$ cat config.mk
export PLATFORM = sky130hd
export DESIGN_NAME = product_encoder
export DESIGN_NICKNAME = d
export VERILOG_FILES = /design/src/rtl/product_encoder.sv
export SDC_FILE = /design/constraint.sdc
export NUM_CORES = 2
export LEC_CHECK = 0
export CAP_MARGIN = 15
export CORE_MARGIN = 8
export CORE_UTILIZATION = 45
export DETAILED_ROUTE_END_ITERATION = 10
export GPL_TIMING_DRIVEN = 1
export MAX_ROUTING_LAYER = met4
export SETUP_SLACK_MARGIN = 0.02
export SYNTH_ARGS = -nofsm -noshare
export SYNTH_HDL_FRONTEND = slang
export SYNTH_SLANG_ARGS = --single-unit
$ cat constraint.sdc
create_clock -name clk -period 9.1 [get_ports clk]
set_input_delay 0.91 -clock clk [delete_from_list [all_inputs] [get_ports clk]]
set_output_delay 0.91 -clock clk [all_outputs]
set_load 0.03 [all_outputs]
$ cat src/rtl/product_encoder.sv
// product_encoder: serially loads an N x N input tile and a K x K kernel, then
// emits, per input pixel in raster order, the K*K products pixel*weight on a
// valid/ready handshake for the transposed-convolution decoder to overlap-add.
//
// Latency: start sampled at edge t -> busy from t+1, first product set valid
//          from t+2; after each handshake the next set is valid two edges later.
// Backpressure: while prod_valid && !prod_ready every output is held stable;
//          prod_valid only drops after a handshake (or on reset).
//
// Ports:
//   clk, rst               clock (rising edge), asynchronous active-low reset
//   load_kernel/load_input write data_in to the next kernel / tile slot (IDLE)
//   data_in                load data, PIXEL_WIDTH bits, unsigned
//   start                  begin product generation (honoured in IDLE only)
//   prod_ready             downstream accepts the current product set
//   prod_valid             multiplied_image / pixel_row / pixel_col are valid
//   multiplied_image       K*K products, product j=row*K+col at [j*OLEN +: OLEN]
//   pixel_row, pixel_col   coordinates of the source input pixel
//   last                   qualifies the final pixel (N-1, N-1)
//   busy                   high in every state except IDLE
//   encoding_complete      one-cycle pulse after the final handshake

module product_encoder #(
  parameter int N           = 2,
  parameter int K           = 3,
  parameter int PIXEL_WIDTH = 8,
  parameter int OLEN        = 2 * PIXEL_WIDTH,
  localparam int CW         = (N > 1) ? $clog2(N) : 1
) (
  input  logic                    clk,
  input  logic                    rst,
  input  logic                    load_kernel,
  input  logic                    load_input,
  input  logic [PIXEL_WIDTH-1:0]  data_in,
  input  logic                    start,
  input  logic                    prod_ready,
  output logic                    prod_valid,
  output logic [K*K*OLEN-1:0]     multiplied_image,
  output logic [CW-1:0]           pixel_row,
  output logic [CW-1:0]           pixel_col,
  output logic                    last,
  output logic                    busy,
  output logic                    encoding_complete
);

  localparam int KK  = K * K;
  localparam int NP  = N * N;
  localparam int KIW = (KK > 1) ? $clog2(KK) : 1;
  localparam int PIW = (NP > 1) ? $clog2(NP) : 1;

  typedef enum logic [1:0] {
    S_IDLE  = 2'd0,
    S_CALC  = 2'd1,
    S_VALID = 2'd2,
    S_DONE  = 2'd3
  } state_t;

  state_t r_state;
  state_t w_state_nxt;

  // Storage and indices
  logic [PIXEL_WIDTH-1:0] r_kernel [KK];
  logic [PIXEL_WIDTH-1:0] r_tile   [NP];
  logic [KIW-1:0]         r_kidx;
  logic [PIW-1:0]         r_iidx;
  logic [PIW-1:0]         r_p;

  // Registered outputs, updated only in CALC so they stay frozen in VALID
  logic [K*K*OLEN-1:0]    r_mult;
  logic [CW-1:0]          r_row;
  logic [CW-1:0]          r_col;

  logic                   w_hs;
  logic                   w_last_pix;
  logic [KIW-1:0]         w_kidx_nxt;
  logic [PIW-1:0]         w_iidx_nxt;
  logic [PIXEL_WIDTH-1:0] w_pix;

  assign w_last_pix = (r_p == PIW'(NP - 1));
  assign w_kidx_nxt = (r_kidx == KIW'(KK - 1)) ? '0 : r_kidx + KIW'(1);
  assign w_iidx_nxt = (r_iidx == PIW'(NP - 1)) ? '0 : r_iidx + PIW'(1);
  assign w_pix      = r_tile[r_p];

  // ---------------------------------------------------------------------------
  // FSM: state register
  // ---------------------------------------------------------------------------
  always_ff @(posedge clk or negedge rst) begin
    if (!rst) begin
      r_state <= S_IDLE;
    end else begin
      r_state <= w_state_nxt;
    end
  end

  // ---------------------------------------------------------------------------
  // FSM: next state and state-decoded outputs. Control outputs come straight
  // from the state register so an asynchronous reset clears them at once.
  // ---------------------------------------------------------------------------
  always_comb begin
    w_state_nxt       = r_state;
    prod_valid        = 1'b0;
    busy              = 1'b1;
    encoding_complete = 1'b0;
    w_hs              = 1'b0;

    case (r_state)
      S_IDLE: begin
        busy = 1'b0;
        if (start) begin
          w_state_nxt = S_CALC;
        end
      end
      S_CALC: begin
        w_state_nxt = S_VALID;
      end
      S_VALID: begin
        prod_valid = 1'b1;
        w_hs       = prod_ready;
        if (prod_ready) begin
          w_state_nxt = w_last_pix ? S_DONE : S_CALC;
        end
      end
      S_DONE: begin
        encoding_complete = 1'b1;
        w_state_nxt       = S_IDLE;
      end
      default: begin
        w_state_nxt = S_IDLE;
      end
    endcase
  end

  assign last = prod_valid && w_last_pix;

  // ---------------------------------------------------------------------------
  // Datapath: loading, product generation and pixel sequencing
  // ---------------------------------------------------------------------------
  always_ff @(posedge clk or negedge rst) begin
    if (!rst) begin
      for (int i = 0; i < KK; i++) begin
        r_kernel[i] <= '0;
      end
      for (int i = 0; i < NP; i++) begin
        r_tile[i] <= '0;
      end
      r_kidx <= '0;
      r_iidx <= '0;
      r_p    <= '0;
      r_mult <= '0;
      r_row  <= '0;
      r_col  <= '0;
    end else begin
      case (r_state)
        S_IDLE: begin
          // Kernel wins a simultaneous load; the tile write is dropped and
          // its index is left where it was.
          if (load_kernel) begin
            r_kernel[r_kidx] <= data_in;
            r_kidx           <= w_kidx_nxt;
          end else if (load_input) begin
            r_tile[r_iidx] <= data_in;
            r_iidx         <= w_iidx_nxt;
          end
        end
        S_CALC: begin
          // Full-width unsigned products; OLEN is at least 2*PIXEL_WIDTH so
          // nothing is truncated.
          for (int j = 0; j < KK; j++) begin
            r_mult[j*OLEN +: OLEN] <= OLEN'(w_pix) * OLEN'(r_kernel[j]);
          end
          r_row <= CW'(int'(r_p) / N);
          r_col <= CW'(int'(r_p) % N);
        end
        S_VALID: begin
          // Advance only on a non-final handshake; the final pixel index is
          // kept so last stays asserted until DONE clears it.
          if (w_hs && !w_last_pix) begin
            r_p <= r_p + PIW'(1);
          end
        end
        S_DONE: begin
          // Indices rewind, stored data is kept so a new start replays it.
          r_p    <= '0;
          r_kidx <= '0;
          r_iidx <= '0;
        end
        default: begin
        end
      endcase
    end
  end

  assign multiplied_image = r_mult;
  assign pixel_row        = r_row;
  assign pixel_col        = r_col;

endmodule

* Word level (Yosys, flattened, before mapping)
Cells that the tools add are included. W data, S select, Z words.
Cells by class: $add $sub $neg 3, $mul 9, divide/modulo/power cells 0, $lt $le $gt $ge 5, eq/ne operators 12, shift operators 0, mux-type cells 26, bitwise logic cells 4, reduce and logical (&&, ||, !) cells 14
Operator list (count):
- $mul A8 B8 Y16 | 9
- $bwmux W72 | 1
- $bwmux W32 | 1
- $demux W8 S4 | 1
- $mux W8 | 4
- $bmux W8 S2 | 1
- $demux W8 S2 | 1
- $mux W2 | 7
- $ne A2 B2 Y1 const B | 6
- $eq A2 B2 Y1 const B | 4
- $mux W4 | 2
- $pmux W2 S2 | 2
- $pmux W2 S4 | 1
- $pmux W4 S2 | 1
- $reduce_and A2 Y1 | 4
- $ge A3 B3 Y1 const B | 2
- $not A2 Y3 | 2
- $reduce_and A3 Y1 | 2
- $ge A5 B5 Y1 const B | 1
- $lt A5 B1 Y1 const B | 1
- $not A4 Y5 | 1
- $add A2 B1 Y2 const B | 2
- $add A4 B1 Y4 const B | 1
- $eq A4 B4 Y1 const B | 1
- other kinds (8) | 15
Word-level totals: bits in registers 260, bits in latches 0, memory bits (writable) 0, ROM bits 0, input port bits 14, word-level logic and storage cells 93, memories kept 0

* Depth between registers and ports, before layout
depth after elaboration 6, gate-level depth with buffers 19, mapped depth without buffers 16

* Worst setup path before layout
Ideal clock, no wire load.
path kind register to register, start point register r_p[0], end point register r_mult[126] (netlist: multiplied_image[126]), library setup time 0.128 ns, arrival 4.820 ns, setup slack 4.152 ns, stages on the path, launching flop included 19, path buffers 2, period minus slack after synthesis 4.948 ns, cell sequence dfrtp_1 -> buf_6 -> mux4_2 -> clkbuf_1 -> and2_1 -> fa_1 -> inv_1 -> fa_1 -> inv_1 -> fa_1 -> inv_1 -> fa_1 -> inv_1 -> ha_1 -> a21oi_1 -> o21ai_0 -> o31ai_1 -> mux2i_1 -> o21ai_0
On the way: longest elaborated chain between the ends 5
Ends and longest elaborated chain:
- start, declared | RTL line 66 | logic [PIW-1:0] r_p;
- start signal, assigned | RTL line 178 | r_p <= r_p + PIW'(1);
- $not A2 Y3 (implied by the code) | RTL line 82 | assign w_pix = r_tile[r_p];
- $bmux W8 S2 | RTL line 82
- $mux W8 (implied by the code) (2 in series) | RTL line 82
- $mul A8 B8 Y16 | RTL line 169 | r_mult[j*OLEN +: OLEN] <= OLEN'(w_pix) * OLEN'(r_kernel[j]);
- end signal, assigned by index | RTL line 169
- end, declared | RTL line 69 | logic [K*K*OLEN-1:0] r_mult;
No other way between the ends. The select of a mux whose other input is x is not followed. A chain may end at the register's enable or synchronous reset.

* Worst setup path in the final report
Same ends and word-level chain as after synthesis.

==> results.json <==
{
  "clock-sinks": 260,
  "path_cells": "mux4_2, buf_4, and2_1, fa_1, inv_1, fa_1, inv_1, fa_1, inv_1, fa_1, inv_1, ha_1, a21oi_1, o21ai_0, o31ai_1, mux2i_1, o21ai_0",
  "ios": 164,
  "cts_setup_buffers": 0,
  "routed_via_density": 5.29,
  "syn_avg_cell_area_um2": 9.86,
  "grt_pass1_vias": 22200,
  "cts_tree": "built",
  "finClkSkew_ns": 0.0250,
  "grt_setup_unrepaired": "no",
  "worstPathArrival_ns": 6.40,
  "start_util_pct": 45.5,
  "hold_path_class": "input port to asynchronous set/reset pin",
  "ant_nets": 0,
  "place.gp.congestion": 0.843,
  "crit_fanout": 48,
  "drtPass1Iterations": 5,
  "antenna_found_initial": 3,
  "fmaxAchievable_mhz": 168,
  "cp-end-kind": "flop",
  "overflow": 0,
  "ys_warn_count": 0,
  "core_um2": 64300,
  "status": "finished clean",
  "synth-seq-area-share_pct": 22.2,
  "cp.required_ns": 9.53,
  "min_period_over_period_pct": 65.5,
  "final_layout_size_suffix_gt1_share_pct": 9.27,
  "maxCapViolations": 0,
  "layout_min_cycle_time_ns": 5.96,
  "synthFlopType": "dfrtp_1",
  "synth-edff-count": 0,
  "synth.ff_latch_count": 260,
  "grt_start_max_net_pins": 110,
  "areaGrowthSynthToFinish_pct": 12.3,
  "ys_types": 63,
  "synthArstFlopShare_pct": 100,
  "hold_viol_final": 0,
  "vias": 20900,
  "path_class": "flop to flop",
  "synthesis.nets": 3644,
  "htreeDepth": 2,
  "hold_buffers": 0,
  "syn-cell-area_um2": 29300,
  "initialDrtViolationCount": 1024,
  "die-area_um2": 73500,
  "die_x_um": 271,
  "numCtsBuffers": 35,
  "worst_slew_pin_slew_ns": 1.00,
  "die_y_um": 271,
  "wirelength_um": 69000,
  "fill_cells": 5852,
  "drc": 0,
  "cts_root_buf": "clkbuf_16",
  "setup.worst_path.start_class": "flop",
  "cts_buffer_depth": 3,
  "final_max_slew_viol_count": 0,
  "grt_usage_pct": 19.6,
  "grt_pass1_wl_um": 116000,
  "path_clk_slew_ns": 0.07,
  "place_hpwl_um": 50700,
  "post_drt_wl_per_cell_um": 17.4,
  "critPathMaxStageDelay_ns": 0.86,
  "slowest_stage": "mux4_2",
  "tns_ns": 0,
  "rows": 93,
  "portBuffers": 163,
  "syn_inst": 2969,
  "final_nets": 3745,
  "maxSlewHeadroom_pct": 33.2,
  "clock_latency_ns": 0.57,
  "ctsResizeCount": 0,
  "setup_violations": 0
}
==> per-layer routing <==
layer | track usage [%] | part of all wire, % | up-vias
li1 | - | - | 9815
met1 | 25.3 | 45 | 10700
met2 | 32.7 | 49 | 356
met3 | 2.49 | 3.8 | 80
met4 | 4.93 | 2.0 | 0
met5 | - | 0 | -
==> flip-flops by register name, indices dropped and copies added, names as in the netlist <==
register and flops:
r_tile 32, r_kidx 4, pixel_row 1, r_p 2
multiplied_image 144, r_iidx 2, r_kernel 72, r_state 2
pixel_col 1
==> synthesized netlist by cell type (11+ instances only) <==
master	count	area share, %
a21oi_1	109	1.9
nand2_1	230	2.9
ha_1	337	14
nor2_1	48	0.62
nor2b_1	18	0.38
mux2_2	185	7.1
a21o_1	23	0.59
a31oi_1	11	0.24
inv_1	453	5.8
fa_1	324	22
nor3_1	15	0.26
nand3_1	36	0.62
nand2b_1	24	0.51
clkbuf_1	76	0.97
buf_2	30	0.51
dfrtp_1	260	22
o31ai_1	20	0.51
o21ai_0	73	1.2
and2_1	451	9.6
xnor2_1	54	1.6
nand4_1	17	0.36
mux2i_1	17	0.58
xor2_1	17	0.51
o211ai_1	22	0.56
==> through the flow <==
step	instance area (µm²)	utilization, %	std cells	hold slack [ns]	worst slack [ns]
3_3_place_gp	31600	49.1	3888	0.468	3.14
3_5_place_dp	31600	49.1	3888	0.476	3.12
4_1_cts	32800	51.0	3952	0.464	3.08
6_report	32900	51.1	3955	0.406	3.14
5_1_grt	32900	51.1	3954	0.484	2.72
2_1_floorplan	29300	-	2969	0.474	4.15
==> layout by cell type, fill, tap and decap left out, types with 8 or more instances in the layout <==
cell,count
nand2b_1,24
ha_1,336
o21ai_0,73
a31oi_1,11
mux2_2,185
buf_4,14
o2111ai_1,9
mux2i_1,17
clkdlybuf4s50_1,162
a21oi_1,109
dfrtp_1,260
a211oi_1,9
and3_1,9
o211ai_1,22
nand4_1,17
o31ai_1,20
a41oi_1,8
nor2b_1,18
nor2_1,48
xor2_1,17
nand2_1,230
fa_1,324
mux4_2,8
or3_1,9
nand3_1,36
and2_1,451
clkbuf_16,36
xnor2_1,54
a21o_1,23
nor3_1,15
inv_1,452
==> cells by family (layout without fill, tap and decap cells) <==
logic type | Yosys count | in the layout | synth area share [%]
simple gates | 883 | 883 | 16.5
fa+ha+maj | 661 | 661 | 36.6
buf+inv | 566 | 694 | 7.43
compound gates | 313 | 313 | 6.59
flops | 260 | 260 | 22.2
mux | 215 | 215 | 8.53
xor+xnor | 71 | 71 | 2.12
other cells | 0 | 3 | 0
==> worst max-delay path, delay by kind of cell, from the launching register on <==
kind	cells	cell delay, ns
flops	1	0.73
compound gates	4	0.83
mux	2	1.07
simple gates	1	0.26
fa+ha+maj	5	2.31
buf+inv	5	0.61
==> layout make-up <==
class	count	area [µm²]	share of cell area (%)
tap	855	1070	3.26
multi-input combinational	2143	20600	62.7
antenna	3	7.51	0.0228
clock inverter	21	253	0.769
sequential	260	6510	19.8
inverter	453	1700	5.18
clock buffer	43	977	2.97
timing repair buffer	177	1740	5.30
==> worst paths after layout <==
check | slack (ns) | end | cells after the start | startpoint
max | 3.14 | multiplied_image[126] | 17 | r_p[0]
max reg2reg | 3.14 | multiplied_image[126] | 17 | r_p[0]
min | 0.41 | multiplied_image[97] | 1 | rst
min reg2reg | 0.48 | multiplied_image[116] | 2 | multiplied_image[116]
min in group clk | 0.48 | multiplied_image[116] | 2 | multiplied_image[116]
max in group asynchronous | 7.04 | r_tile[25] | 2 | rst
Power is not shown: default switching activity piles up to over one toggle a cycle in this logic, so the estimate is an artifact.
